$ cat src/rtl/dv_test_end_pkg.sv
// Shared types for the end-of-test sequencing controller.
package dv_test_end_pkg;

  typedef enum logic [1:0] {
    ST_ACTIVE,
    ST_DRAIN,
    ST_REPORT,
    ST_FINISHED
  } test_end_state_e;

  localparam logic VERDICT_PASS = 1'b1;
  localparam logic VERDICT_FAIL = 1'b0;

endpackage

$ cat src/rtl/dv_test_end_ctrl_if.sv
// Pass/fail report handshake between the controller (master) and the status reporter (slave).
interface dv_test_end_ctrl_if;
  logic status_valid_o;
  logic status_ready_i;
  logic status_passed_o;

  modport master (output status_valid_o, output status_passed_o, input status_ready_i);
  modport slave  (input status_valid_o, input status_passed_o, output status_ready_i);
endinterface

$ cat src/rtl/dv_test_end_ctrl.sv
// Collects per-source done/fail, runs drain window and global timeout, then issues
// exactly one pass/fail report request per reset.
module dv_test_end_ctrl
  import dv_test_end_pkg::*;
#(
  parameter int NumSrc        = 4,
  parameter int DrainCycles   = 16,
  parameter int TimeoutCycles = 100000
) (
  input  logic                clk_i,
  input  logic                rst_i,
  input  logic [NumSrc-1:0]   src_done_i,
  input  logic [NumSrc-1:0]   src_fail_i,
  dv_test_end_ctrl_if.master  status_if,
  output logic                timeout_o,
  output logic                late_fail_o,
  output logic [NumSrc-1:0]   done_mask_o
);

  localparam int TW = $clog2(TimeoutCycles);
  localparam int DW = $clog2(DrainCycles + 1);
  localparam logic [TW-1:0] TIMER_LAST = TW'(TimeoutCycles - 1);
  localparam logic [DW-1:0] DRAIN_LAST = DW'(DrainCycles - 1);

  test_end_state_e    state_q, state_d;
  logic [TW-1:0]      timer_q;
  logic [DW-1:0]      drain_q;
  logic [NumSrc-1:0]  done_q;
  logic               fail_q, passed_q, timeout_q, late_q;
  logic               any_fail, all_done, enter_report;

  assign any_fail     = |src_fail_i;
  assign all_done     = &(done_q | src_done_i);
  assign enter_report = (state_q != ST_REPORT) && (state_d == ST_REPORT);

  always_ff @(posedge clk_i) begin
    if (rst_i) state_q <= ST_ACTIVE;
    else       state_q <= state_d;
  end

  // Priority in ACTIVE: fail > all-done > timeout.
  always_comb begin
    state_d = state_q;
    unique case (state_q)
      ST_ACTIVE: begin
        if (any_fail)                  state_d = ST_REPORT;
        else if (all_done)             state_d = ST_DRAIN;
        else if (timer_q == TIMER_LAST) state_d = ST_REPORT;
      end
      ST_DRAIN: begin
        if (any_fail || drain_q == DRAIN_LAST) state_d = ST_REPORT;
      end
      ST_REPORT: begin
        if (status_if.status_ready_i) state_d = ST_FINISHED;
      end
      default: state_d = ST_FINISHED;
    endcase
  end

  always_ff @(posedge clk_i) begin
    if (rst_i) begin
      timer_q   <= '0;
      drain_q   <= '0;
      done_q    <= '0;
      fail_q    <= 1'b0;
      passed_q  <= VERDICT_FAIL;
      timeout_q <= 1'b0;
      late_q    <= 1'b0;
    end else begin
      if (state_q == ST_ACTIVE && state_d == ST_ACTIVE) timer_q <= timer_q + 1'b1;
      if (state_q == ST_ACTIVE)
        drain_q <= '0;
      else if (state_q == ST_DRAIN && state_d == ST_DRAIN)
        drain_q <= drain_q + 1'b1;
      if (state_q == ST_ACTIVE || state_q == ST_DRAIN) done_q <= done_q | src_done_i;
      if (state_q != ST_FINISHED && any_fail) fail_q <= 1'b1;
      if (state_q == ST_ACTIVE && state_d == ST_REPORT && !any_fail) timeout_q <= 1'b1;
      // Verdict is only a pass when the drain window ran out cleanly; it can
      // still drop while the request waits, but freezes once accepted.
      if (enter_report)
        passed_q <= (state_q == ST_DRAIN && !fail_q && !any_fail) ? VERDICT_PASS : VERDICT_FAIL;
      else if (state_q == ST_REPORT && any_fail && !status_if.status_ready_i)
        passed_q <= VERDICT_FAIL;
      if (state_q == ST_FINISHED && any_fail) late_q <= 1'b1;
    end
  end

  always_comb begin
    status_if.status_valid_o  = (state_q == ST_REPORT);
    status_if.status_passed_o = passed_q;
    timeout_o                 = timeout_q;
    late_fail_o               = late_q;
    done_mask_o               = done_q;
  end

endmodule

$ cat src/flat_wrapper.sv
// flat-port wrapper written by rule: the top's interface ports become plain ports
module dv_test_end_ctrl_flat import dv_test_end_pkg::*;
#(
  parameter int NumSrc        = 4,
  parameter int DrainCycles   = 16,
  parameter int TimeoutCycles = 100000
)
  (clk_i, rst_i, src_done_i, src_fail_i, timeout_o, late_fail_o, done_mask_o, status_if_status_valid_o, status_if_status_passed_o, status_if_status_ready_i);
  dv_test_end_ctrl_if status_if_i ();
  input  logic clk_i;
  input  logic rst_i;
  input  logic [NumSrc-1:0] src_done_i;
  input  logic [NumSrc-1:0] src_fail_i;
  output logic timeout_o;
  output logic late_fail_o;
  output logic [NumSrc-1:0] done_mask_o;
  output wire logic [$bits(status_if_i.status_valid_o)-1:0] status_if_status_valid_o;
  output wire logic [$bits(status_if_i.status_passed_o)-1:0] status_if_status_passed_o;
  input wire logic [$bits(status_if_i.status_ready_i)-1:0] status_if_status_ready_i;
  assign status_if_status_valid_o = status_if_i.status_valid_o;
  assign status_if_status_passed_o = status_if_i.status_passed_o;
  assign status_if_i.status_ready_i = status_if_status_ready_i;
  dv_test_end_ctrl #(.NumSrc(NumSrc), .DrainCycles(DrainCycles), .TimeoutCycles(TimeoutCycles)) u_core (.clk_i(clk_i), .rst_i(rst_i), .src_done_i(src_done_i), .src_fail_i(src_fail_i), .status_if(status_if_i), .timeout_o(timeout_o), .late_fail_o(late_fail_o), .done_mask_o(done_mask_o));
endmodule
$ cat config.mk
export PLATFORM = sky130hd
export DESIGN_NAME = dv_test_end_ctrl_flat
export DESIGN_NICKNAME = d
export VERILOG_FILES = /design/src/rtl/dv_test_end_pkg.sv /design/src/rtl/dv_test_end_ctrl_if.sv /design/src/rtl/dv_test_end_ctrl.sv /design/src/flat_wrapper.sv
export SDC_FILE = /design/constraint.sdc
export NUM_CORES = 1
export LEC_CHECK = 0
export ABC_AREA = 1
export BUFFER_PORTS_ARGS = -buffer_cell sky130_fd_sc_hd__buf_2
export CORE_ASPECT_RATIO = 1.4
export CORE_MARGIN = 5
export CORE_UTILIZATION = 30
export DETAILED_ROUTE_END_ITERATION = 10
export GPL_ROUTABILITY_DRIVEN = 1
export GPL_TIMING_DRIVEN = 0
export SYNTH_ARGS = -nofsm -noshare
export SYNTH_HDL_FRONTEND = slang
export SYNTH_SLANG_ARGS = --single-unit
$ cat constraint.sdc
create_clock -name clk_i -period 4 [get_ports clk_i]
set_input_delay 0.8 -clock clk_i [delete_from_list [all_inputs] [get_ports clk_i]]
set_output_delay 0.8 -clock clk_i [all_outputs]
set_load 0.05 [all_outputs]
==> out/metrics.cfg <==
[global_routing]
grt_pass1_wl_mm = 6.98
grt.overflow.total = 0
gr-usage-all-layers_pct = 10.9
grt_max_degree = 12
grt_pass1_vias = 1583
antenna_found_initial = 0

[placed_design]
place_area_um2 = 2040
hpwl_mm = 3.02
gp_congestion = 0.849
portBuffers = 17

[timing]
period_minus_slack_ns = 2.10
final.period_utilization_pct = 52.4
maxSlewHeadroom_pct = 55.4
finClkSkew_ns = 0.00789
setup_viol = 0
tightest_slew_ns = 0.670
tns_ns = 0
fmax_mhz = 477
final-max-slew-violation-count = 0
hold_viol = 0
grt_setup_unrepaired = false

[detailed_routing]
drt_wl_total_mm = 3.88
wire_per_inst_um = 10.9
drt-initial-drc-count = 41
vias = 1612
first_pass_iters = 4
vias_per_cell = 4.53
detail-route-antenna-nets = 0
route.detailed.drc = 0

[floorplanning]
initial_core_util_pct = 30.5
dieArea_um2 = 7920
ios = 19
placementRows = 34
core_area_um2 = 6130
die_w_um = 76.6
fp.dieH_um = 103

[logic_synthesis]
synth.most_common_cell = nand2_1
synth_adder_area_share_pct = 2.01
synthTopCellsByCount = nand2_1 (46), inv_1 (37), nor2_1 (37), dfxtp_1 (32), a21oi_1 (14)
synth-seq-area-share_pct = 34.3
syn_avg_cell_area_um2 = 7.20
ys_warn_count = 0
synth_compound_area_share_pct = 12.1
synth_mux_area_share_pct = 0
synth_top_family_by_area = simple AND/OR/NAND/NOR gates
synth-edff-count = 0
netlist_top_cells_area = dfxtp_1 (34%), nand2_1 (9.3%), inv_1 (7.4%)
synthXorXnorAreaFrac_pct = 6.10
yosys.area.top_type = dfxtp_1
synth_flop_cell = dfxtp_1
async_flop_share_pct = 0
synthesis.nets = 273
syn_inst = 259
synth-seq-cells = 32
yosys.area_share.simple_pct = 34.3
synth_top_area_share_pct = 34.3
ys_types = 31
synth_area_um2 = 1870

[power_and_ir_drop]
leakage_nw = 0.908
power_density_nw_per_um2 = 330
ir_drop_mv = 0.105

[cells_and_area]
diodes = 0
multiInputGateArea_um2 = 1020
num-fill-cells = 679
seqCellArea_um2 = 641
area_delta_synth_final_pct = 15.4
fin_area_um2 = 2150
fin_nets = 297
drive_gt1_share_pct = 23.6

[flow_run]
max_cap_viol_count = 0

[critical_path]
endpoint = status_if_status_valid_o
cp_max_fo = 8
cp-end-kind = primary output
crit_start = u_core.state_q[1]
rr_worst_depth = 13
path_class = reg2out
rrSetupSlack_ns = 2.06
crit_path_start_kind = register
critPathRequiredTime_ns = 3.20
r2r_start = u_core.drain_q[0]
worst_ep_arrival_time_ns = 1.30
crit-reg2reg-capture = u_core.timer_q[10]

[clock_tree]
cts.sinks = 32
cts_buffer_depth = 2
clock_latency_ns = 0.29
cts_setup_buffers = 0
cts_root_buf = clkbuf_8
cts_inserted_buffers = 5
clkSlewWorstSetupHoldPaths_ns = 0.07
cts_tree = yes
htreeDepth = 2
ctsHoldBuffers = 0
cts_resized = 0

[min_path]
hold_class = reg2reg

[outcome]
status = finished, final reports clean

## worst max-delay path: stages (launching register included)
cell     delay [ns]
dfxtp_1        0.45
inv_2          0.14
nor2_1         0.13
buf_2          0.28
## stage by stage
stage               power, mW  utilization (%)  std cells  hold WS (ns)  setup slack (ns)
global route            0.743             35.1        356         0.482              1.80
CTS                     0.724             35.1        356         0.462              1.88
floorplan               0.388                -        259         0.442              2.01
finish                  0.711             35.1        356         0.453              1.90
detailed placement      0.405             33.3        348         0.451              1.73
global placement        0.404             33.3        348         0.441              1.75
## layout make-up
class	count	area share [%]
Clock buffer	5	3.20
Inverter	41	7.38
Multi-Input combinational cell	180	47.2
Tap cell	72	4.19
Buffer	6	2.33
Timing Repair Buffer	17	3.95
Clock inverter	3	1.98
Sequential cell	32	29.8
## worst min path at each step
| stage | start | to | slack [ns] | cells past startpoint |
|---|---|---|---|---|
| CTS | u_core.timeout_o | u_core.timeout_o | 0.46 | 2 |
| finish | u_core.timeout_o | u_core.timeout_o | 0.45 | 2 |
| global route | u_core.timeout_o | u_core.timeout_o | 0.48 | 2 |
| detailed placement | u_core.timeout_o | u_core.timeout_o | 0.45 | 2 |
| floorplan | u_core.fail_q | u_core.fail_q | 0.44 | 2 |
| global placement | u_core.timeout_o | u_core.timeout_o | 0.44 | 2 |
## routing by layer
| layer | wire (um) | track usage [%] | up-vias |
|---|---|---|---|
| met4 | 112 | 5.92 | 0 |
| li1 | - | - | 853 |
| met5 | 0 | 0 | - |
| met2 | 2020 | 20.9 | 18 |
| met3 | 130 | 2.86 | 8 |
| met1 | 1610 | 10.6 | 733 |
## registers in the layout, summed over array words and instances, names as in the netlist
register	flops
u_core.timer_q	17
u_core.drain_q	5
u_core.done_mask_o	4
u_core.state_q	2
u_core.fail_q	1
u_core.late_fail_o	1
u_core.status_if.status_passed_o	1
u_core.timeout_o	1
## logic make-up (layout without fill, tap and decap cells)
group | after synthesis | after routing
xor+xnor | 13 | 13
buf+inv | 47 | 72
compound gates | 35 | 35
flops | 32 | 32
fa+ha+maj | 3 | 3
simple gates | 129 | 129
## cells in the final DEF (no fill, tap or decap), drive strengths merged
master,count
bufinv,1
o21a,2
or2,1
ha,3
o31ai,1
clkinvlp,1
a31oi,1
a21oi,25
nor3,9
clkbuf,8
o21ai,6
xor2,9
nand3,6
dfxtp,32
nand4,7
inv,41
xnor2,4
nor2,42
clkinv,1
nand2,62
buf,20
and3,2
## power by group
| group | switching, mW | total [mW] | internal (mW) | leakage, nW |
|---|---|---|---|---|
| logic | 0.0483 | 0.0678 | 0.0196 | 0.594 |
| clock network | 0.130 | 0.314 | 0.184 | 0.0541 |
| registers | 0.00418 | 0.329 | 0.325 | 0.260 |
Power figures use the tool's default switching activity.
